$ cat src/rtl/rkey_store_ctrl_if.sv
// Bundle between the AES key expander, cipher datapath, round-key RAMs and
// rkey_store_ctrl. master = expander/datapath/RAM side, slave = controller.
interface rkey_store_ctrl_if;
  logic         key_start;
  logic [1:0]   key_len;
  logic         rk_valid;
  logic [127:0] rk_data;
  logic         rk_ready;
  logic         key_rdy;
  logic         rd_req;
  logic [3:0]   rd_round;
  logic         rkey_valid;
  logic [127:0] rkey;
  logic         rd_err;
  logic         ram_wr;
  logic [3:0]   ram_wr_addr;
  logic [63:0]  ram_wr_data_hi;
  logic [63:0]  ram_wr_data_lo;
  logic         ram_rd;
  logic [3:0]   ram_rd_addr;
  logic [63:0]  ram_rd_data_hi;
  logic [63:0]  ram_rd_data_lo;

  modport slave (
    input  key_start, key_len, rk_valid, rk_data,
    input  rd_req, rd_round, ram_rd_data_hi, ram_rd_data_lo,
    output rk_ready, key_rdy, rkey_valid, rkey, rd_err,
    output ram_wr, ram_wr_addr, ram_wr_data_hi, ram_wr_data_lo,
    output ram_rd, ram_rd_addr
  );

  modport master (
    output key_start, key_len, rk_valid, rk_data,
    output rd_req, rd_round, ram_rd_data_hi, ram_rd_data_lo,
    input  rk_ready, key_rdy, rkey_valid, rkey, rd_err,
    input  ram_wr, ram_wr_addr, ram_wr_data_hi, ram_wr_data_lo,
    input  ram_rd, ram_rd_addr
  );
endinterface

$ cat src/rtl/rkey_store_ctrl.sv
// Round-key store controller: writes 11/13/15 round keys into hi/lo RAMs,
// then serves 2-cycle-latency reads. Ports: clk, rst, bus (slave modport).
module rkey_store_ctrl (
  input logic             clk,
  input logic             rst,
  rkey_store_ctrl_if.slave bus
);
  typedef enum logic [1:0] {IDLE, LOAD, READY} state_e;

  state_e       state_q, state_d;
  logic [3:0]   nr_q, nr_d;
  logic [3:0]   wr_cnt_q, wr_cnt_d;
  logic [1:0]   vld_q, err_q;
  logic [127:0] rkey_q;
  logic         wr_fire, last_wr;
  logic         rd_acc, rd_rej;

  function automatic logic [3:0] nr_of(input logic [1:0] len);
    logic [3:0] n;
    unique case (len)
      2'd0:    n = 4'd10;
      2'd1:    n = 4'd12;
      default: n = 4'd14;
    endcase
    return n;
  endfunction

  assign bus.key_rdy    = (state_q == READY);
  assign bus.rkey_valid = vld_q[1];
  assign bus.rd_err     = err_q[1];
  assign bus.rkey       = rkey_q;

  always_comb begin
    state_d  = state_q;
    nr_d     = nr_q;
    wr_cnt_d = wr_cnt_q;

    bus.rk_ready = (state_q == LOAD) & ~bus.key_start;
    wr_fire      = bus.rk_valid & bus.rk_ready;
    last_wr      = wr_fire & (wr_cnt_q == nr_q);

    bus.ram_wr         = wr_fire;
    bus.ram_wr_addr    = wr_cnt_q;
    bus.ram_wr_data_hi = bus.rk_data[127:64];
    bus.ram_wr_data_lo = bus.rk_data[63:0];

    rd_acc = bus.rd_req & bus.key_rdy
           & (bus.rd_round <= nr_q) & ~bus.key_start;
    rd_rej = bus.rd_req & ~rd_acc;

    bus.ram_rd      = rd_acc;
    bus.ram_rd_addr = bus.rd_round;

    if (bus.key_start) begin
      state_d  = LOAD;
      nr_d     = nr_of(bus.key_len);
      wr_cnt_d = 4'd0;
    end else if (last_wr) begin
      // counter parks on nr; no further writes leave READY
      state_d = READY;
    end else if (wr_fire) begin
      wr_cnt_d = wr_cnt_q + 4'd1;
    end
  end

  always_ff @(posedge clk) begin
    if (rst) begin
      state_q  <= IDLE;
      nr_q     <= 4'd10;
      wr_cnt_q <= 4'd0;
      vld_q    <= 2'b00;
      err_q    <= 2'b00;
      rkey_q   <= '0;
    end else begin
      state_q  <= state_d;
      nr_q     <= nr_d;
      wr_cnt_q <= wr_cnt_d;
      vld_q    <= {vld_q[0], rd_acc};
      err_q    <= {err_q[0], rd_rej};
      // RAM output is valid the cycle after the accepted request
      if (vld_q[0]) begin
        rkey_q <= {bus.ram_rd_data_hi, bus.ram_rd_data_lo};
      end
    end
  end
endmodule
$ cat src/flat_wrapper.sv
// flat-port wrapper written by rule: the top's interface ports become plain ports
module rkey_store_ctrl_flat 
  (clk, rst, bus_key_start, bus_key_len, bus_rk_valid, bus_rk_data, bus_rd_req, bus_rd_round, bus_ram_rd_data_hi, bus_ram_rd_data_lo, bus_rk_ready, bus_key_rdy, bus_rkey_valid, bus_rkey, bus_rd_err, bus_ram_wr, bus_ram_wr_addr, bus_ram_wr_data_hi, bus_ram_wr_data_lo, bus_ram_rd, bus_ram_rd_addr);
  rkey_store_ctrl_if bus_i ();
  input logic clk;
  input logic rst;
  input wire logic [$bits(bus_i.key_start)-1:0] bus_key_start;
  input wire logic [$bits(bus_i.key_len)-1:0] bus_key_len;
  input wire logic [$bits(bus_i.rk_valid)-1:0] bus_rk_valid;
  input wire logic [$bits(bus_i.rk_data)-1:0] bus_rk_data;
  input wire logic [$bits(bus_i.rd_req)-1:0] bus_rd_req;
  input wire logic [$bits(bus_i.rd_round)-1:0] bus_rd_round;
  input wire logic [$bits(bus_i.ram_rd_data_hi)-1:0] bus_ram_rd_data_hi;
  input wire logic [$bits(bus_i.ram_rd_data_lo)-1:0] bus_ram_rd_data_lo;
  output wire logic [$bits(bus_i.rk_ready)-1:0] bus_rk_ready;
  output wire logic [$bits(bus_i.key_rdy)-1:0] bus_key_rdy;
  output wire logic [$bits(bus_i.rkey_valid)-1:0] bus_rkey_valid;
  output wire logic [$bits(bus_i.rkey)-1:0] bus_rkey;
  output wire logic [$bits(bus_i.rd_err)-1:0] bus_rd_err;
  output wire logic [$bits(bus_i.ram_wr)-1:0] bus_ram_wr;
  output wire logic [$bits(bus_i.ram_wr_addr)-1:0] bus_ram_wr_addr;
  output wire logic [$bits(bus_i.ram_wr_data_hi)-1:0] bus_ram_wr_data_hi;
  output wire logic [$bits(bus_i.ram_wr_data_lo)-1:0] bus_ram_wr_data_lo;
  output wire logic [$bits(bus_i.ram_rd)-1:0] bus_ram_rd;
  output wire logic [$bits(bus_i.ram_rd_addr)-1:0] bus_ram_rd_addr;
  assign bus_i.key_start = bus_key_start;
  assign bus_i.key_len = bus_key_len;
  assign bus_i.rk_valid = bus_rk_valid;
  assign bus_i.rk_data = bus_rk_data;
  assign bus_i.rd_req = bus_rd_req;
  assign bus_i.rd_round = bus_rd_round;
  assign bus_i.ram_rd_data_hi = bus_ram_rd_data_hi;
  assign bus_i.ram_rd_data_lo = bus_ram_rd_data_lo;
  assign bus_rk_ready = bus_i.rk_ready;
  assign bus_key_rdy = bus_i.key_rdy;
  assign bus_rkey_valid = bus_i.rkey_valid;
  assign bus_rkey = bus_i.rkey;
  assign bus_rd_err = bus_i.rd_err;
  assign bus_ram_wr = bus_i.ram_wr;
  assign bus_ram_wr_addr = bus_i.ram_wr_addr;
  assign bus_ram_wr_data_hi = bus_i.ram_wr_data_hi;
  assign bus_ram_wr_data_lo = bus_i.ram_wr_data_lo;
  assign bus_ram_rd = bus_i.ram_rd;
  assign bus_ram_rd_addr = bus_i.ram_rd_addr;
  rkey_store_ctrl u_core (.clk(clk), .rst(rst), .bus(bus_i));
endmodule
$ cat config.mk
export PLATFORM = sky130hd
export DESIGN_NAME = rkey_store_ctrl_flat
export DESIGN_NICKNAME = d
export VERILOG_FILES = /design/src/rtl/rkey_store_ctrl_if.sv /design/src/rtl/rkey_store_ctrl.sv /design/src/flat_wrapper.sv
export SDC_FILE = /design/constraint.sdc
export NUM_CORES = 1
export LEC_CHECK = 0
export ABC_AREA = 1
export CORE_AREA = 2 2 211 213
export DETAILED_ROUTE_END_ITERATION = 7
export DIE_AREA = 0 0 213 215
export PLACE_DENSITY = 0.47
export SLEW_MARGIN = 20
export SYNTH_ARGS = -nofsm -noshare
export SYNTH_HDL_FRONTEND = slang
export SYNTH_SLANG_ARGS = --single-unit
export TNS_END_PERCENT = 100
$ cat constraint.sdc
create_clock -name clk -period 1.76 [get_ports clk]
set_clock_uncertainty 0.05 [all_clocks]
set_input_delay 0.352 -clock clk [delete_from_list [all_inputs] [get_ports clk]]
set_output_delay 0.352 -clock clk [all_outputs]
set_load 0.02 [all_outputs]
==> impl_metrics.toml <==
[clocking]
cts_buffers = 17
cts_root_buf = "clkbuf_16"
clockBufferDepth = 2
clkTransAtPathRegs_ns = 0.06
cts_sinks = 140
clk_latency_ns = 0.46
htree_levels = 4
cts_tree = "done"

[sta]
maxSlewViolCount = 0
rsz0062_at_grt = "true"
worst_hold_slack_ns = 0.351
finalHoldViolCount = 0
fin_crit_ns = 2.00
setup_viol = 2
worstMarginPinSlew_ns = 0.414
fin_ws_ns = -0.244
fin_crit_sh_pct = 114
fmax_ghz = 0.499
slew_headroom_pct = 72.4
setup_tns_ns = -0.350

[critical_path]
reg2reg_to = "u_core.vld_q[0]"
reg2reg_depth = 13
cp.required_ns = 1.36
crit_end = "bus_ram_rd"
startpoint_type = "primary input"
path_class = "in2out"
arrival_ns = 1.60
rr_startpoint = "u_core.nr_q[2]"
end_kind = "primary output"
r2r_setup_slack_ns = -0.10
crit_start = "bus_rd_round[2]"
crit_fanout = 2

[flow_run]
cap_viol_max_count = 0

[floorplan]
initial_core_util_pct = 13.8
core_mm2 = 0.0436
die_h_um = 215
die_area_mm2 = 0.0458
io-pin-count = 537
fp.dieW_um = 213
rows = 77

[routing]
final_antenna_net_count = 0
num_vias = 5388
viasPerCell = 3.53
wl_per_cell_um = 16.0
first_pass_iters = 4
drc = 0
drt_wl_total_um = 24500
first_iter_violations = 157

[hold_path]
min_path_cells = 2
min_path_type = "reg2reg"

[place]
dpl-instance-area_mm2 = 0.00852
hpwl_um = 17900
port_buffers = 280
gp_congestion = 0.761

[cells_and_area]
design_area_mm2 = 0.00905
nNetsFinal = 1190
drive_gt1_share_pct = 8.47
insertedDiodeCount = 0
post-route-util_pct = 20.7
nFillCells = 4905
area_growth_pct = 49.7

[synthesis]
synth_fp_nets = 1039
syn_area_per_cell_um2 = 7.86
syn_area_mm2 = 0.00604
synth_seq_cells = 140
synth.distinct_cells = 20
syn-instance-count = 769
synth-seq-area-share_pct = 46.4
yosysWarnings = 0

[global_routing]
antenna_found_initial = 3
grt_max_degree = 91
grt_usage_pct = 10.7
overflow = 0
grt_pass1_wl_um = 35200
first_global_vias = 5487

[power]
power_density_mw_per_mm2 = 828
leakage_nw = 4.33
peakVddDrop_uv = 582
power.share.sequential_pct = 42.5
clkPwrFrac_pct = 51.2
switchingPower_mw = 1.77
p_comb_share_pct = 6.4
power_mw = 7.49
power.internal_mw = 5.72
swShare_pct = 23.6

[outcome]
violations = "setup timing"
outcome = "finished, violations left"
==> stage by stage <==
stage	setup slack, ns	instances
finish	-0.244	1525
global route	-0.331	1525
CTS	-0.301	1525
detailed placement	-0.720	1485
global placement	-0.752	1485
floorplan	0.308	769
==> layout by cell type (no fill, tap or decap), drive strengths merged <==
cell type      instances
nand3                  9
clkbuf                18
buf                   30
a32oi                  1
clkdlybuf4s50        137
o21ai                132
a21oi                  5
inv                   21
xor2                   1
bufinv                 3
nand2                 18
ha                     3
clkinv                 7
nand4                  2
nor2                 266
dlymetal6s2s           1
dlygate4sd2          138
clkinvlp               1
dfxtp                140
==> synthesized netlist by cell type <==
cell | instances | area [um^2]
ha_1 | 3 | 37.5
dfxtp_1 | 140 | 2800
nand4_1 | 2 | 12.5
a32oi_1 | 1 | 8.76
nor2_4 | 2 | 22.5
buf_6 | 12 | 135
nor2_1 | 264 | 991
a21oi_1 | 5 | 25.0
nand3_1 | 8 | 40.0
buf_2 | 11 | 55.1
nand2_2 | 2 | 12.5
inv_1 | 15 | 56.3
xor2_1 | 1 | 8.76
clkbuf_2 | 11 | 55.1
inv_2 | 3 | 11.3
nand3_4 | 1 | 17.5
nand2_1 | 16 | 60.1
buf_4 | 135 | 1010
o21ai_0 | 132 | 661
clkbuf_1 | 5 | 18.8
==> critical path, cell delays in order <==
cell	delay (ns)
clkdlybuf4s50_1	0.47
ha_4	0.31
nand2_2	0.05
o21ai_1	0.10
o21ai_1	0.07
nand2_1	0.09
inv_2	0.05
buf_6	0.12
==> state kept, by name (all words and copies together) (netlist names) <==
name,count
u_core.bus.ram_wr_addr,4
u_core.bus.rkey,128
u_core.err_q,2
u_core.nr_q,2
u_core.state_q,2
u_core.vld_q,2
==> logic make-up (layout without fill, tap and decap cells) <==
group / Yosys count / after routing / synth area share [%]
and+or+nand+nor: 295 / 295 / 19.1
xor gates and xnor gates: 1 / 1 / 0.145
AOI/OAI and AO/OA: 138 / 138 / 11.5
DFF: 140 / 140 / 46.4
adders and majority gates: 3 / 3 / 0.621
buffers and inverters: 192 / 356 / 22.3
==> layout make-up <==
class / instances / area, um^2 / area share [%]
clock buffers: 18 / 429 / 4.74
clock inverters: 14 / 166 / 1.84
inverters: 18 / 72.6 / 0.802
repair buffers: 306 / 2900 / 32.0
well taps: 592 / 741 / 8.19
multi-input cells: 437 / 1930 / 21.4
flip-flops and latches: 140 / 2810 / 31.0
==> power groups by stage <==
stage	clock, mW	combinational [mW]	sequential [mW]
after floorplan	0	0.514	3.25
after global placement	0	0.473	3.25
after detailed placement	0	0.472	3.25
after CTS	4.04	0.477	3.18
after global routing	4.13	0.511	3.18
final	3.83	0.478	3.18
==> layer usage <==
layer,GRT usage [%],vias to the layer above,part of all wire [%]
met5,0.647,-,0.069
met4,7.44,2,5.3
met3,5.71,88,12
met2,17.2,271,46
met1,10.6,2425,37
li1,-,2602,-
==> timing repair <==
item	4_1_cts	5_1_grt
pin swaps	1	4
endpoints found under the setup margin	142	5
hold buffers	0	0
resized for setup	165	11
setup buffers	8	1
==> worst min path at each step <==
stage                    start               to  slack, ns
5_1_grt        u_core.err_q[0]  u_core.err_q[1]       0.36
2_1_floorplan  u_core.err_q[0]  u_core.err_q[1]       0.34
3_5_place_dp   u_core.err_q[0]  u_core.err_q[1]       0.35
6_report       u_core.err_q[0]  u_core.err_q[1]       0.35
3_3_place_gp   u_core.err_q[0]  u_core.err_q[1]       0.35
4_1_cts        u_core.err_q[0]  u_core.err_q[1]       0.36
(Power assumes the default switching activity.)
